## src/rtl/quad_encoder_reader_if.sv

```systemverilog
// Encoder-side signal bundle for quad_encoder_reader.
// The master drives the raw quadrature channels; the slave (the reader)
// returns position, speed and status.
interface quad_encoder_reader_if #(
   parameter int POS_WIDTH = 16,
   parameter int SPD_WIDTH = 16
);
   logic                 enc_a;
   logic                 enc_b;
   logic [POS_WIDTH-1:0] position;
   logic [SPD_WIDTH-1:0] speed;
   logic                 speed_valid;
   logic                 dir;
   logic                 err;

   modport master (
      output enc_a, enc_b,
      input  position, speed, speed_valid, dir, err
   );

   modport slave (
      input  enc_a, enc_b,
      output position, speed, speed_valid, dir, err
   );
endinterface

```

## src/rtl/quad_encoder_reader.sv

```systemverilog
// Quadrature encoder reader: synchronizes and de-glitches channels A/B,
// decodes x4 steps into a wrapping signed position, tracks direction,
// flags illegal double-bit transitions and measures net steps per gate window.
module quad_encoder_reader #(
   parameter int POS_WIDTH   = 16,
   parameter int SPD_WIDTH   = 16,
   parameter int GATE_CYCLES = 12000,
   parameter int FILTER      = 3
) (
   input  logic                  clk,
   input  logic                  rst,
   quad_encoder_reader_if.slave  bus
);

   localparam int CNT_W = (GATE_CYCLES > 1) ? $clog2(GATE_CYCLES) : 1;
   localparam int FLT_W = $clog2(FILTER + 1);
   // Accumulator holds +/-GATE_CYCLES with headroom for the closing step.
   localparam int ACC_W = $clog2(GATE_CYCLES + 1) + 2;
   localparam int SUM_W = ((ACC_W > SPD_WIDTH) ? ACC_W : SPD_WIDTH) + 1;

   // Channel pairs are packed as {A,B} throughout.
   logic [1:0]              sync_meta;
   logic [1:0]              sync_ab;
   logic [1:0]              filt_ab;
   logic [1:0]              prev_ab;
   logic [FLT_W-1:0]        flt_cnt [2];

   logic signed [1:0]       step_d;
   logic signed [1:0]       step_r;
   logic                    illegal_d;

   logic [POS_WIDTH-1:0]    pos_q;
   logic                    dir_q;
   logic                    err_q;

   logic [CNT_W-1:0]        gate_cnt;
   logic                    gate_end;
   logic signed [ACC_W-1:0] acc;
   logic signed [SUM_W-1:0] win_sum;
   logic [SUM_W-1:0]        win_mag;
   logic [SPD_WIDTH-1:0]    speed_sat;
   logic [SPD_WIDTH-1:0]    speed_q;
   logic                    speed_valid_q;

   // Two-flop synchronizer on the asynchronous encoder channels.
   // NOTE: no reset here on purpose -- the chain keeps sampling through rst so
   // the filter can load a settled encoder value on the reset edge.
   always_ff @(posedge clk) begin
      sync_meta <= {bus.enc_a, bus.enc_b};
      sync_ab   <= sync_meta;
   end

   // Per-channel glitch filter: accept a change once it has persisted FILTER cycles.
   // NOTE: sequential state uses non-blocking assignments so every flop sees
   // the pre-edge values of its neighbours.
   always_ff @(posedge clk) begin
      if (rst) begin
         filt_ab <= sync_ab;
         for (int i = 0; i < 2; i++) flt_cnt[i] <= '0;
      end else begin
         for (int i = 0; i < 2; i++) begin
            if (sync_ab[i] == filt_ab[i]) begin
               flt_cnt[i] <= '0;
            end else if (flt_cnt[i] == FLT_W'(FILTER - 1)) begin
               filt_ab[i] <= sync_ab[i];
               flt_cnt[i] <= '0;
            end else begin
               flt_cnt[i] <= flt_cnt[i] + FLT_W'(1);
            end
         end
      end
   end

   // x4 transition decode of previous vs current filtered state.
   // NOTE: outputs get defaults first so no path leaves them unassigned (no latch).
   always_comb begin
      step_d    = 2'sd0;
      illegal_d = 1'b0;
      case ({prev_ab, filt_ab})
         4'b00_10, 4'b10_11, 4'b11_01, 4'b01_00: step_d = 2'sd1;
         4'b00_01, 4'b01_11, 4'b11_10, 4'b10_00: step_d = -2'sd1;
         4'b00_11, 4'b11_00, 4'b10_01, 4'b01_10: illegal_d = 1'b1;
         default: ;
      endcase
   end

   // Registered decoder stage: latch the step and the sticky error.
   always_ff @(posedge clk) begin
      if (rst) begin
         prev_ab <= sync_ab;
         step_r  <= 2'sd0;
         err_q   <= 1'b0;
      end else begin
         prev_ab <= filt_ab;
         step_r  <= step_d;
         if (illegal_d) err_q <= 1'b1;
      end
   end

   // Position accumulates steps with natural two's-complement wrap; dir follows the last step.
   always_ff @(posedge clk) begin
      if (rst) begin
         pos_q <= '0;
         dir_q <= 1'b0;
      end else begin
         pos_q <= pos_q + POS_WIDTH'(step_r);
         if (step_r == 2'sd1)       dir_q <= 1'b1;
         else if (step_r == -2'sd1) dir_q <= 1'b0;
      end
   end

   // Closing-window magnitude includes the step landing on the last gate cycle.
   always_comb begin
      gate_end  = (gate_cnt == CNT_W'(GATE_CYCLES - 1));
      win_sum   = SUM_W'(acc) + SUM_W'(step_r);
      win_mag   = win_sum[SUM_W-1] ? -win_sum : win_sum;
      speed_sat = (win_mag > SUM_W'({SPD_WIDTH{1'b1}})) ? '1 : win_mag[SPD_WIDTH-1:0];
   end

   // Gate counter, net-step accumulator and speed publication.
   always_ff @(posedge clk) begin
      if (rst) begin
         gate_cnt      <= '0;
         acc           <= '0;
         speed_q       <= '0;
         speed_valid_q <= 1'b0;
      end else begin
         speed_valid_q <= gate_end;
         if (gate_end) begin
            gate_cnt <= '0;
            acc      <= '0;
            speed_q  <= speed_sat;
         end else begin
            gate_cnt <= gate_cnt + CNT_W'(1);
            acc      <= acc + ACC_W'(step_r);
         end
      end
   end

   assign bus.position    = pos_q;
   assign bus.speed       = speed_q;
   assign bus.speed_valid = speed_valid_q;
   assign bus.dir         = dir_q;
   assign bus.err         = err_q;

endmodule
```

## src/flat_wrapper.sv

```systemverilog
// flat-port wrapper written by rule: the top's interface ports become plain ports
module quad_encoder_reader_flat 
#(
   parameter int POS_WIDTH   = 16,
   parameter int SPD_WIDTH   = 16,
   parameter int GATE_CYCLES = 12000,
   parameter int FILTER      = 3
)
  (clk, rst, bus_enc_a, bus_enc_b, bus_position, bus_speed, bus_speed_valid, bus_dir, bus_err);
  quad_encoder_reader_if #(.POS_WIDTH(POS_WIDTH), .SPD_WIDTH(SPD_WIDTH)) bus_i ();
  input  logic clk;
  input  logic rst;
  input wire logic [$bits(bus_i.enc_a)-1:0] bus_enc_a;
  input wire logic [$bits(bus_i.enc_b)-1:0] bus_enc_b;
  output wire logic [$bits(bus_i.position)-1:0] bus_position;
  output wire logic [$bits(bus_i.speed)-1:0] bus_speed;
  output wire logic [$bits(bus_i.speed_valid)-1:0] bus_speed_valid;
  output wire logic [$bits(bus_i.dir)-1:0] bus_dir;
  output wire logic [$bits(bus_i.err)-1:0] bus_err;
  assign bus_i.enc_a = bus_enc_a;
  assign bus_i.enc_b = bus_enc_b;
  assign bus_position = bus_i.position;
  assign bus_speed = bus_i.speed;
  assign bus_speed_valid = bus_i.speed_valid;
  assign bus_dir = bus_i.dir;
  assign bus_err = bus_i.err;
  quad_encoder_reader #(.POS_WIDTH(POS_WIDTH), .SPD_WIDTH(SPD_WIDTH), .GATE_CYCLES(GATE_CYCLES), .FILTER(FILTER)) u_core (.clk(clk), .rst(rst), .bus(bus_i));
endmodule
```

## config.mk

```make
export PLATFORM = sky130hd
export DESIGN_NAME = quad_encoder_reader_flat
export DESIGN_NICKNAME = d
export VERILOG_FILES = /design/src/rtl/quad_encoder_reader_if.sv /design/src/rtl/quad_encoder_reader.sv /design/src/flat_wrapper.sv
export SDC_FILE = /design/constraint.sdc
export NUM_CORES = 1
export LEC_CHECK = 0
export CAP_MARGIN = 40
export CORE_UTILIZATION = 65
export CTS_BUF_LIST = sky130_fd_sc_hd__clkbuf_8
export DETAILED_ROUTE_END_ITERATION = 16
export PLACE_DENSITY = 0.88
export RECOVER_POWER = 50
export SYNTH_ARGS = -nofsm -noshare
export SYNTH_HDL_FRONTEND = slang
export SYNTH_SLANG_ARGS = --single-unit
export TNS_END_PERCENT = 100
```

## constraint.sdc

```tcl
create_clock -name clk -period 6.3 [get_ports clk]
set_clock_uncertainty 0.1 [all_clocks]
set_input_delay 1.26 -clock clk [delete_from_list [all_inputs] [get_ports clk]]
set_output_delay 1.26 -clock clk [all_outputs]
set_load 0.02 [all_outputs]
```

Yosys cells after proc, flatten, opt, wreduce, memory -nomap -nowiden
Memories as Yosys holds them, arrays and structs flattened.
Index checks and enable logic that the tools add are counted.
- mux-type cells: 42
- reduce and logical (&&, ||, !) cells: 9
- div/mod/pow operators: 0
- magnitude comparators: 1
- add/sub/neg operators: 7
- multipliers: 0
- bitwise gates (word level): 6
- eq/ne operators: 21
- shift operators: 0
- operators by type and width (cell ; count):
    two-way mux 1 bit ; 31
    equality test 4 bit (second input constant) ; 6
    adder 16 x 2 -> 17 bit ; 1
    greater-than comparator 17 x 16 -> 1 bit (second input constant) ; 1
    two-way mux 17 bit ; 1
    negation 17 bit ; 1
    adder 16 bit ; 1
    adder 16 x 2 -> 16 bit ; 1
    two-way mux 16 bit ; 1
    two-way mux 2 bit ; 8
    adder 14 x 1 -> 14 bit (second input constant) ; 1
    equality test 14 bit (second input constant) ; 1
    equality test 4 x 3 -> 1 bit (second input constant) ; 3
    OR reduction 4 bit ; 3
    equality test 4 x 2 -> 1 bit (second input constant) ; 2
    equality test 2 bit (second input constant) ; 3
    OR 1 bit ; 6
    nonzero test 2 bit ; 3
    adder 2 x 1 -> 2 bit (second input constant) ; 2
    equality test 4 x 1 -> 1 bit (second input constant) ; 1
    != test 2 bit (second input constant) ; 2
    case mux 2 bit (2 select lines) ; 1
    AND reduction 2 bit ; 2
    equality test 1 bit ; 2
    other kinds (2) ; 2
- bits in registers: 75
- latch bits: 0
- memory bits (writable): 4
- ROM bits: 0
- memories: 1
- output and inout bits: 35
- memories (name ; words ; bits a word ; read ports ; clocked after memory_dff ; write ports ; RTL line ; source):
    u_core.flt_cnt ; 2 ; 2 ; 2 ; 0 ; 2 ; quad_encoder_reader.sv:26 ; logic [FLT_W-1:0] flt_cnt [2];

Longest topological paths before layout
- word-level depth: 7
- depth in mapped cells: 13
- mapped depth without buffers: 12

Worst setup path before layout
Ideal clock, no wire load.
- kind: reg-to-reg
- start: reg u_core.step_r[1]
- end: reg u_core.speed_q[1], in the netlist u_core.bus.speed[1]
- path slack: 2.590 ns
- path buffers: 1
- clock period less this slack: 3.710 ns
- cell stages (with the launch flop): 13
- arrival: 3.468 ns
- cells stage by stage: dfxtp_1 -> inv_1 -> fa_1 -> nor2b_1 -> o31a_1 -> o221ai_1 -> o311a_1 -> a21oi_2 -> xor2_1 -> o22ai_1 -> a31oi_2 -> buf_6 -> a211oi_2
- longest elaborated chain between the ends: 5
- RTL lines (element ; RTL line ; source):
    from (decl) ; quad_encoder_reader.sv:29 ; logic signed [1:0] step_r;
    from (signal assigned) ; quad_encoder_reader.sv:95 ; step_r <= step_d;
    adder 16 x 2 -> 17 bit (*) ; quad_encoder_reader.sv:115 ; win_sum = SUM_W'(acc) + SUM_W'(step_r);
    negation 17 bit ; quad_encoder_reader.sv:116 ; win_mag = win_sum[SUM_W-1] ? -win_sum : win_sum;
    two-way mux 17 bit (*) ; quad_encoder_reader.sv:116 ;
    greater-than comparator 17 x 16 -> 1 bit ; quad_encoder_reader.sv:117 ; speed_sat = (win_mag > SUM_W'({SPD_WIDTH{1'b1}})) ? '1 : win_mag[SPD_WIDTH-1:0];
    two-way mux 16 bit (*) ; quad_encoder_reader.sv:117 ;
    to (signal assigned) ; quad_encoder_reader.sv:132 ; speed_q <= speed_sat;
    to (decl) ; quad_encoder_reader.sv:42 ; logic [SPD_WIDTH-1:0] speed_q;
Every way passes the cells marked *; elsewhere a longest branch is shown, timed or not.
A chain may end at the register's enable or synchronous reset.

Worst setup path after layout
- start: in rst
- end: reg u_core.gate_cnt[6]
- longest elaborated chain between the ends: 1
- RTL lines (element ; RTL line ; source):
    from (decl) ; flat_wrapper.sv:12 ; input logic rst;
    OR reduction 2 bit (no line) ; - ;
    to (signal assigned) ; quad_encoder_reader.sv:134 ; gate_cnt <= gate_cnt + CNT_W'(1);
    to (decl) ; quad_encoder_reader.sv:36 ; logic [CNT_W-1:0] gate_cnt;
No other way between the ends.

==> key figures <==
Outcome
  • Status: finished, violations left
  • Failing checks: design-rule violations, max-capacitance violations, max-slew violations

Timing
  • Final period util: 71.0%
  • Setup TNS Final: 0 ns
  • Max Freq: 0.223 GHz
  • Final WS setup: 1.83 ns
  • Final min period: 4.47 ns
  • RSZ-0062 raised after global routing: no
  • Worst Tran Pin Value: 1.89 ns
  • Final hold violations: 0
  • Slew HR: -25.7%
  • Pins Over Slew Limit: 65
  • Setup violators final: 0

Critical path
  • Maximum fanout along the worst path: 37
  • CP Data Arrival Time: 4.55 ns
  • Startpoint types: input pin
  • CP most frequent cell: clkbuf_1
  • Worst Path Required: 6.37 ns
  • Critical R2R Capture: u_core.bus.speed[6]$_SDFFE_PP0P_
  • Reg2Reg Depth: 11
  • Worst R2R Start: u_core.step_r[1]$_SDFF_PP0_
  • Worst path slowest cell: clkbuf_1
  • CP Class: in2reg
  • Reg2Reg Setup Slack: 2.30 ns
  • Slowest stage delay, CP: 1.40 ns
  • Critical path, cell by cell: clkbuf_1, clkbuf_1, or2_0, nor2_1
  • CP bufs+invs: 2
  • Top Family by Delay on Critical Path: buffers and inverters
  • WP depth: 4
  • CP endpoint kind: flip-flop

Floorplan
  • Die area: 0.00722 mm^2
  • Overall die width: 85.0 um
  • Die Ht: 85.0 um
  • Core footprint: 0.00649 mm^2
  • # rows: 29
  • Initial Utilization: 68.9%
  • I/O pins: 39

Power and ir drop
  • Internal power: 0.987 mW
  • PwrDens: 307 mW/mm^2
  • Worst vdd ir: 0.204 mV
  • Psw: 0.582 mW
  • Switching Share: 37.1%
  • Combinational Power Share: 38.0%
  • Leakage power: 2.08 nW
  • Sequential power share: 37.2%
  • Clock Power Share: 24.8%

Synth
  • Post-synth ARST share: 0%
  • Yosys reg bits: 79
  • EDFF count, synth: 6
  • Syn_area_per_cell: 8.91 um^2
  • Synth top area cells: dfxtp_1 33%, ha_1 9.8%, nor2_1 7.3%, xnor2_1 5.5%, xor2_1 4.7%
  • Mapped Cells: 502
  • Synth Flop Type: dfxtp_1
  • Synth Cell Area: 0.00447 mm^2
  • Sequential element share of the synthesized area: 36.7%
  • Post-synthesis cell type count: 61
  • Post-synth top area share: 32.7%
  • Area leader, netlist: dfxtp_1
  • YS warnings: 0

Clock tree
  • CTS tree: built
  • Clock-pin slew on the worst setup and hold paths: 0.09 ns
  • Worst skew pair latency: 0.36 ns
  • Clk sinks: 79
  • Number of hold buffers added after CTS: 0
  • CTS H-tree lvls: 3
  • Root Driver: clkbuf_8
  • CTS resizes: 0
  • CTS Buf Count: 9
  • CTS Buffer Depth: 2
  • Setup repair bufs after CTS: 0

Worst hold path
  • Hold Crit Class: reg2reg
  • HP Start: u_core.sync_meta[0]$_DFF_P_
  • Hold EP: u_core.sync_ab[0]$_DFF_P_
  • Cell depth of the worst hold path: 0

GRT
  • Initial antenna violation count: 0
  • Remaining Overflow, GRT: 0
  • Largest net degree at the start of global routing: 38
  • Number of global-route vias before repair: 3644
  • First-pass GRT wire length: 16200 um
  • GR Util All Layers: 28.3%

Final layout
  • Area growth from synthesis to layout: 14.4%
  • Multi-input gate area in the final layout: 0.00271 mm^2
  • Register area: 0.00164 mm^2
  • Final core utilization: 78.8%
  • Number of nets in the layout: 582
  • Layout cell share with drive strength beyond 1: 8.24%
  • Fillers: 424
  • Post-Layout Cell Count: 623
  • Antenna Cells: 0
  • Cell area after layout: 0.00512 mm^2

Drt
  • 1st-iter DRT viols: 242
  • Drt wl/cell: 15.8 um
  • Final wirelength: 9860 um
  • Drt drc: 4
  • Initial DRT Pass Iterations: 11
  • Vias per inst: 5.99
  • Final ANT Viol Nets: 0
  • Via Count: 3732

Place
  • DP Cell Count: 606
  • DP Worst Slack: 2.08 ns
  • IO Port Bufs: 38
  • Placed instance area: 0.00492 mm^2
  • DP HPWL: 7000 um
  • RePlAce Congestion: 0.902

Run
  • Max cap viols: 2
## per-layer routing
layer	track usage (%)	routed length [um]
met1	34.1	4350
met2	49.7	4850
met3	5.35	446
met4	11.7	213
met5	0	0
## how the worst max path moves through the flow
stage | startpoint | to
2_1_floorplan | u_core.step_r[1]$_SDFF_PP0_ | u_core.bus.speed[1]$_SDFFE_PP0P_
3_3_place_gp | u_core.step_r[1]$_SDFF_PP0_ | u_core.bus.speed[0]$_SDFFE_PP0P_
3_5_place_dp | u_core.step_r[1]$_SDFF_PP0_ | u_core.bus.speed[11]$_SDFFE_PP0P_
4_1_cts | u_core.step_r[1]$_SDFF_PP0_ | u_core.bus.speed[0]$_SDFFE_PP0P_
5_1_grt | rst | u_core.gate_cnt[6]$_SDFF_PP0_
6_report | rst | u_core.gate_cnt[6]$_SDFF_PP0_
## cell usage after synthesis (3+ instances only)
cell	number
nand2_1	31
a211oi_1	8
inv_1	17
a21o_1	10
buf_2	3
buf_1	3
nand3_1	12
nand4_1	7
mux2i_1	5
nor2_1	87
and3_1	3
nor3_1	10
and2_1	6
o21ai_0	14
or2_2	4
a21oi_1	21
ha_1	35
nor2b_1	10
nand2b_1	6
o31ai_1	3
nor3b_1	3
a211oi_2	12
o211ai_1	3
dfxtp_1	73
o21bai_1	5
o21a_1	4
clkbuf_1	10
xnor2_1	28
edfxtp_1	6
xor2_1	24
## placed cells by master (no fill, tap or decap), drive strengths merged, types with 8 or more instances in the layout
master / netlist / routed
clkdlybuf4s50: 0 / 22
nand4: 8 / 8
xor2: 24 / 24
xnor2: 29 / 29
ha: 35 / 35
nand3: 12 / 12
inv: 17 / 20
a211oi: 20 / 20
a21oi: 22 / 22
o21ai: 15 / 15
a21o: 10 / 10
nor2b: 10 / 10
dfxtp: 73 / 73
nor2: 87 / 87
clkbuf: 10 / 11
nand2: 31 / 31
nor3: 10 / 10
dlygate4sd3: 0 / 15
## cell families after synthesis
logic type | after synthesis | synth area share (%)
AND/OR/NAND/NOR | 188 | 19.9
adder cells (fa/ha/maj) | 37 | 10.7
XOR/XNOR | 53 | 10.5
flip-flops | 79 | 36.7
AO/OA/AOI/OAI | 103 | 17.4
other | 1 | 0.0838
multiplexers | 7 | 1.62
buffers and inverters | 34 | 3.10
## registers in the layout, indices dropped and copies added, names as in the netlist
register and count:
u_core.bus.speed_valid 1, u_core.flt_cnt 4, u_core.sync_ab 2, u_core.bus.dir 1, u_core.gate_cnt 14, u_core.prev_ab 2, u_core.step_r 2, u_core.bus.speed 16
u_core.sync_meta 2, u_core.acc 16, u_core.bus.position 16, u_core.filt_ab 2, u_core.bus.err 1
## per-stage QoR
| stage | hold WS (ns) | power, mW |
|---|---|---|
| after floorplan | 0.210 | 1.05 |
| after global placement | 0.212 | 1.16 |
| after detailed placement | 0.216 | 1.18 |
| after CTS | 0.237 | 1.57 |
| after global routing | 0.243 | 1.66 |
| final | 0.233 | 1.57 |
## final cells by class
class	count	area share, %
Clock buffer	9	2.42
Sequential cell	79	32.1
Inverter	17	1.25
Timing Repair Buffer	42	7.90
Tap cell	77	1.88
Clock inverter	7	1.54
Multi-Input combinational cell	392	52.9
## power by group through the flow
stage          logic (mW)  registers [mW]  clock network, mW
3_5_place_dp        0.588           0.596                  0
2_1_floorplan       0.437           0.613                  0
6_report            0.597           0.584              0.389
4_1_cts             0.594           0.584              0.392
5_1_grt             0.656           0.588              0.417
3_3_place_gp        0.565           0.593                  0
Power figures use the tool's default switching activity.
